## config.mk

```make
export PLATFORM = sky130hd
export DESIGN_NAME = a8_bus_capture
export DESIGN_NICKNAME = d
export VERILOG_FILES = /design/src/rtl/a8_bus_capture.sv
export SDC_FILE = /design/constraint.sdc
export NUM_CORES = 1
export LEC_CHECK = 0
export CORE_ASPECT_RATIO = 1.4
export CORE_UTILIZATION = 60
export CTS_CLUSTER_SIZE = 40
export DETAILED_ROUTE_END_ITERATION = 8
export GPL_TIMING_DRIVEN = 0
export MAX_ROUTING_LAYER = met4
export PLACE_DENSITY = 0.83
export SYNTH_ARGS = -nofsm -noshare
export SYNTH_HDL_FRONTEND = slang
export SYNTH_SLANG_ARGS = --single-unit
```

## constraint.sdc

```tcl
create_clock -name clk -period 8 [get_ports clk]
set_clock_uncertainty 0.15 [all_clocks]
set_input_delay 0.8 -clock clk [delete_from_list [all_inputs] [get_ports clk]]
set_output_delay 0.8 -clock clk [all_outputs]
set_load 0.02 [all_outputs]
```

## src/rtl/a8_bus_capture.sv

```systemverilog
// A8 bus capture: samples one address/R-W/data record per A8 cycle, filters it against an
// address window and queues matches in a FWFT FIFO. Optional macro: A8_BUS_CAPTURE_TIMESTAMP_EN.
module a8_bus_capture #(
    parameter logic [15:0] WIN_BASE = 16'hD500,
    parameter logic [15:0] WIN_MASK = 16'hFF00,
    parameter int unsigned DEPTH    = 8
) (
    input  logic                     clk,
    input  logic                     rst,
    input  logic                     a8_addr_strobe,
    input  logic                     a8_write_strobe,
    input  logic                     a8_read_strobe,
    input  logic                     a8_clk_falling,
    input  logic [15:0]              a8_addr,
    input  logic                     a8_rw_n,
    input  logic [7:0]               a8_data,
    output logic                     txn_valid,
    input  logic                     txn_ready,
    output logic [15:0]              txn_addr,
    output logic [7:0]               txn_data,
    output logic                     txn_write,
    output logic [15:0]              txn_stamp,
    output logic [$clog2(DEPTH):0]   fifo_count,
    output logic                     overflow,
    input  logic                     overflow_clr,
    output logic [7:0]               abort_count
);

    localparam int unsigned AW = $clog2(DEPTH);
    localparam int unsigned CW = AW + 1;
    localparam logic [CW-1:0] FULL_COUNT = CW'(DEPTH);

    if (DEPTH < 2 || DEPTH > 64 || (DEPTH & (DEPTH - 1)) != 0) begin : g_bad_depth
        $error("a8_bus_capture: DEPTH must be a power of two in 2..64");
    end

    typedef enum logic [1:0] {
        S_IDLE  = 2'd0,
        S_ARMED = 2'd1,
        S_DONE  = 2'd2
    } state_t;

    state_t          r_state;
    state_t          w_state_nxt;
    logic [15:0]     r_addr;
    logic            r_rw_n;
    logic            w_in_window;
    logic            w_data_hit;
    logic            w_push;
    logic            w_abort;

    logic [AW-1:0]   r_wr_ptr;
    logic [AW-1:0]   r_rd_ptr;
    logic [CW-1:0]   r_count;
    logic            r_overflow;
    logic [7:0]      r_abort_count;
    logic            w_full;
    logic            w_pop;
    logic            w_push_ok;

    logic [15:0]     r_mem_addr  [DEPTH];
    logic [7:0]      r_mem_data  [DEPTH];
    logic            r_mem_write [DEPTH];

    // The window compare always looks at the live bus; it only matters on an address strobe.
    assign w_in_window = ((a8_addr & WIN_MASK) == (WIN_BASE & WIN_MASK));
    assign w_data_hit  = r_rw_n ? a8_read_strobe : a8_write_strobe;

    // ------------------------------------------------------------------
    // Cycle-tracking FSM
    // ------------------------------------------------------------------
    always_ff @(posedge clk) begin
        // NOTE: state registers use non-blocking assignments so every flop samples
        // the pre-edge values of its neighbours, independent of block ordering.
        if (rst) begin
            r_state <= S_IDLE;
        end else begin
            r_state <= w_state_nxt;
        end
    end

    // Priority inside a state: address strobe (restart) > clk falling > data strobe.
    always_comb begin
        // NOTE: every output of this block gets a default first so no path leaves
        // it unassigned, which would otherwise infer a latch.
        w_state_nxt = r_state;
        w_push      = 1'b0;
        w_abort     = 1'b0;
        unique case (r_state)
            S_IDLE: begin
                if (a8_addr_strobe) begin
                    w_state_nxt = w_in_window ? S_ARMED : S_DONE;
                end
            end
            S_ARMED: begin
                if (a8_addr_strobe) begin
                    w_abort     = 1'b1;
                    w_state_nxt = w_in_window ? S_ARMED : S_DONE;
                end else if (a8_clk_falling) begin
                    w_abort     = 1'b1;
                    w_state_nxt = S_IDLE;
                end else if (w_data_hit) begin
                    w_push      = 1'b1;
                    w_state_nxt = S_DONE;
                end
            end
            S_DONE: begin
                if (a8_addr_strobe) begin
                    w_state_nxt = w_in_window ? S_ARMED : S_DONE;
                end else if (a8_clk_falling) begin
                    w_state_nxt = S_IDLE;
                end
            end
            default: begin
                w_state_nxt = S_IDLE;
            end
        endcase
    end

    always_ff @(posedge clk) begin
        if (rst) begin
            r_addr <= '0;
            r_rw_n <= 1'b0;
        end else if (a8_addr_strobe) begin
            r_addr <= a8_addr;
            r_rw_n <= a8_rw_n;
        end
    end

    always_ff @(posedge clk) begin
        if (rst) begin
            r_abort_count <= '0;
        end else if (w_abort && r_abort_count != 8'hFF) begin
            r_abort_count <= r_abort_count + 8'd1;
        end
    end

    // ------------------------------------------------------------------
    // FWFT FIFO
    // ------------------------------------------------------------------
    assign w_full    = (r_count == FULL_COUNT);
    assign w_pop     = txn_valid && txn_ready;
    assign w_push_ok = w_push && (!w_full || w_pop);

    always_ff @(posedge clk) begin
        if (rst) begin
            r_wr_ptr <= '0;
            r_rd_ptr <= '0;
            r_count  <= '0;
        end else begin
            if (w_push_ok) begin
                r_wr_ptr <= r_wr_ptr + AW'(1);
            end
            if (w_pop) begin
                r_rd_ptr <= r_rd_ptr + AW'(1);
            end
            if (w_push_ok && !w_pop) begin
                r_count <= r_count + CW'(1);
            end else if (w_pop && !w_push_ok) begin
                r_count <= r_count - CW'(1);
            end
        end
    end

    // A set from a dropped push wins over a simultaneous clear.
    always_ff @(posedge clk) begin
        if (rst) begin
            r_overflow <= 1'b0;
        end else if (w_push && !w_push_ok) begin
            r_overflow <= 1'b1;
        end else if (overflow_clr) begin
            r_overflow <= 1'b0;
        end
    end

    // NOTE: the storage array has no reset; an entry is only observed after it has
    // been written, and the head fields are masked to zero while the FIFO is empty.
    always_ff @(posedge clk) begin
        if (w_push_ok) begin
            r_mem_addr[r_wr_ptr]  <= r_addr;
            r_mem_data[r_wr_ptr]  <= a8_data;
            r_mem_write[r_wr_ptr] <= ~r_rw_n;
        end
    end

`ifdef A8_BUS_CAPTURE_TIMESTAMP_EN
    logic [15:0] r_stamp;
    logic [15:0] r_mem_stamp [DEPTH];

    always_ff @(posedge clk) begin
        if (rst) begin
            r_stamp <= '0;
        end else if (a8_clk_falling) begin
            r_stamp <= r_stamp + 16'd1;
        end
    end

    always_ff @(posedge clk) begin
        if (w_push_ok) begin
            r_mem_stamp[r_wr_ptr] <= r_stamp;
        end
    end

    assign txn_stamp = txn_valid ? r_mem_stamp[r_rd_ptr] : 16'd0;
`else
    assign txn_stamp = 16'd0;
`endif

    assign txn_valid   = (r_count != '0);
    assign txn_addr    = txn_valid ? r_mem_addr[r_rd_ptr]  : 16'd0;
    assign txn_data    = txn_valid ? r_mem_data[r_rd_ptr]  : 8'd0;
    assign txn_write   = txn_valid ? r_mem_write[r_rd_ptr] : 1'b0;
    assign fifo_count  = r_count;
    assign overflow    = r_overflow;
    assign abort_count = r_abort_count;

endmodule

```

==> flow_summary_export.csv <==
group,metric,value,unit
global_route,grt_overflow,0,
place,hpwl,12.65,mm
clock_network,cts_resized,0,
finish,ff_latch_area,0.006827,sq mm
place,gp_congestion,0.7734,
sta,setup_ws,3.841,ns
logic_synthesis,netlist_area,0.009518,sq mm
pwr,ir_drop,0.2441,mV
worst_setup_path,crit_slowest_cell,"nor4_2",
finish,antenna_cells,0,
sta,slew_headroom,0.2447,
clock_network,clk_pin_slew_worst_paths,0.07,ns
floorplanning,die_w,108.4,um
logic_synthesis,synth_warnings,0,
global_route,track_usage,0.2653,
pwr,cellPowerDensity,283.6,mW/mm^2
clock_network,cts.path.max_buffers,3,
global_route,grt_max_degree,26,
worst_setup_path,crit_end,"txn_addr[2]",
sta,rsz0062_at_grt,"no",
clock_network,cts.sinks,241,
floorplanning,die_area,0.01638,sq mm
pwr,finalPower,0.003248,W
clock_network,numCtsBuffers,21,
floorplanning,ios,88,
worst_setup_path,reg2reg_to,"fifo_count[3]",
place,port-buffer-count,71,
drt,post_drt_wl_per_cell,23.40,um
logic_synthesis,synth_cell_types,50,
place,pre_cts_ws,3.974,ns
finish,finalNetCount,695,
finish,layout-drive-gt1-share,0.2003,
pwr,p_leak,3.808,nW
sta,worst_pin_slew,1.124,ns
global_route,grt_pass1_wl,30.30,mm
worst_setup_path,r2r_start,"fifo_count[3]",
clock_network,insertion_delay,0.49,ns
outcome,status,"finished, final reports clean",
sta,post-route-period-util,0.5199,
worst_hold_path,min_path_type,"register to register",
finish,fillers,925,
drt,vias_per_cell,6.049,
worst_setup_path,arrival,3.21,ns
worst_setup_path,max_stage_delay,0.99,ns
clock_network,post_cts_buffers,0,
finish,multi_input_area,0.002547,sq mm
worst_setup_path,critPathCaptureType,"output port",
drt,drtIter0Drc,347,
drt,drc,0,
worst_setup_path,critical_path_class,"register to output port",
worst_setup_path,worstPathRequired,7.05,ns
logic_synthesis,postSynthCellCount,534,
worst_setup_path,r2r_cells,10,
drt,vias,5232,
floorplanning,rows,54,
logic_synthesis,avgSynthCellArea,17.82,sq um
floorplanning,initial_utilization,0.6125,
sta,min_period,4.159,ns
clock_network,root_buffer,"clkbuf_16",
drt,ant_nets,0,
sta,setup_viol,0,
drt,routed_wl,20.24,mm
logic_synthesis,synth_edf_count,200,
worst_setup_path,crit_chain,"nor4_2, clkbuf_1, nor2_1, clkdlybuf4s50_1",
worst_setup_path,cp_max_fo,10,
global_route,antenna_found_initial,0,
sta,fmax,0.2404,GHz
finish,syn_to_final_growth,20.36,%
logic_synthesis,ys_seq_area_frac,0.7172,
floorplanning,coreArea,0.01554,sq mm
sta,tns,0,ns
logic_synthesis,ys_seq_elements,241,
worst_setup_path,cp-startpoint,"fifo_count[3]",
worst_setup_path,critPathLaunchType,"register",
clock_network,hold_buffers,0,
logic_synthesis,ys_async_sr_fraction,0,
clock_network,tritoncts,"done",
floorplanning,fp.dieH,151.0,um
sta,hold_viol_final,0,
clock_network,htree_levels,1,
global_route,grt_pass1_vias,5414,
run,maxCapViolCount,0,
worst_setup_path,reg2reg_slack,4.61,ns
drt,first_pass_iters,5,
sta,slew_viol_final,0,
logic_synthesis,ys.flop_type,"edfxtp_1",
synth_stat cells, drive strengths merged, types with 3 or more instances:
master,number,area [sq um]
nor3,8,45.04
mux2i,46,460.4
dfxtp,41,820.8
ha,6,75.07
edfxtp,200,6006
o21ai,4,20.02
mux4,50,1126
clkbuf,16,60.06
inv,7,26.27
xor2,5,43.79
nand4,3,18.77
nor2,64,240.2
nand3,6,30.03
nand2,8,32.54
buf,24,158.9
a211oi,3,22.52
nand2b,4,25.02
a21oi,9,45.04
layer usage:
layer,share of wire,track usage,wire length (um),vias to the layer above
met3,0.060,0.03442,1213,55
met4,0.032,0.1068,643,0
li1,-,-,-,2292
met2,0.54,0.4630,10850,240
met1,0.37,0.3107,7529,2645
met5,0,-,0,-
stage by stage:
stage	cells	instance area [sq um]	util	hold slack (ns)
final	865	11460	0.7372	0.3343
after global routing	865	11460	0.7372	0.3803
after CTS	865	11460	0.7372	0.3372
after detailed placement	828	10700	0.6886	0.3232
after global placement	816	10530	0.6776	0.3126
after floorplan	549	9574	-	0.3041
how the worst min path moves through the flow:
stage                startpoint       end  cells past startpoint
floorplan           r_rd_ptr[1]  register                      2
global placement       overflow  overflow                      2
detailed placement     overflow  overflow                      2
CTS                    overflow  overflow                      2
global route           overflow  overflow                      2
finish                 overflow  overflow                      2
cell type report:
cell class              instances  area share
repair buffers                 83     0.07252
flip-flops and latches        241      0.5959
clock inverters                 8     0.01027
clock buffers                  29     0.05570
multi-input cells             260      0.2224
plain buffers                  40     0.01911
well taps                     196     0.02141
inverters                       8    0.002730
critical path, delay by kind of cell, from the launching register on:
kind                   cells  cell delay [ns]
buffers and inverters      2             1.20
flip-flops                 1             0.38
AND/OR/NAND/NOR            2             1.13
placed cells by master, fill, tap and decap left out, types with 4 or more instances in the layout:
master / instances
clkbuf_1: 18
buf_6: 4
edfxtp_1: 200
clkbuf_8: 4
dfxtp_1: 41
buf_4: 22
a21oi_1: 9
nand2_1: 7
clkbuf_16: 23
nor3_1: 4
xor2_1: 5
nand2b_1: 4
inv_1: 6
mux4_2: 50
conb_1: 16
ha_1: 6
nand3_1: 6
buf_2: 7
mux2i_1: 46
clkinv_2: 5
clkdlybuf4s50_1: 71
nor2_1: 61
flip-flops by register name, summed over array words and instances, names as in the netlist, named ones only:
register,flops
fifo_count,4
overflow,1
abort_count,8
r_mem_write,8
r_rd_ptr,3
r_wr_ptr,3
r_state,2
r_mem_data,64
r_rw_n,1
r_addr,16
r_mem_addr,128
cell families (layout without fill, tap and decap cells):
group,count (synthesis),in the layout,synth area share
flops,241,241,0.7172
fa+ha+maj,7,7,0.009991
buf+inv,48,168,0.02629
simple gates,106,106,0.05219
compound gates,27,27,0.01959
other cells,1,16,0.0003940
xor+xnor,7,7,0.006442
mux,97,97,0.1679
where the power goes:
part	switching, W	total [W]	internal, W	leakage (nW)
Sequential	0.0000291	0.00141	0.00138	2.15
Clock	0.000435	0.00109	0.000655	0.373
Combinational	0.000395	0.000752	0.000356	1.28
Total	0.000859	0.00325	0.00239	3.81
Note: power is estimated with default switching activity, not from simulation.
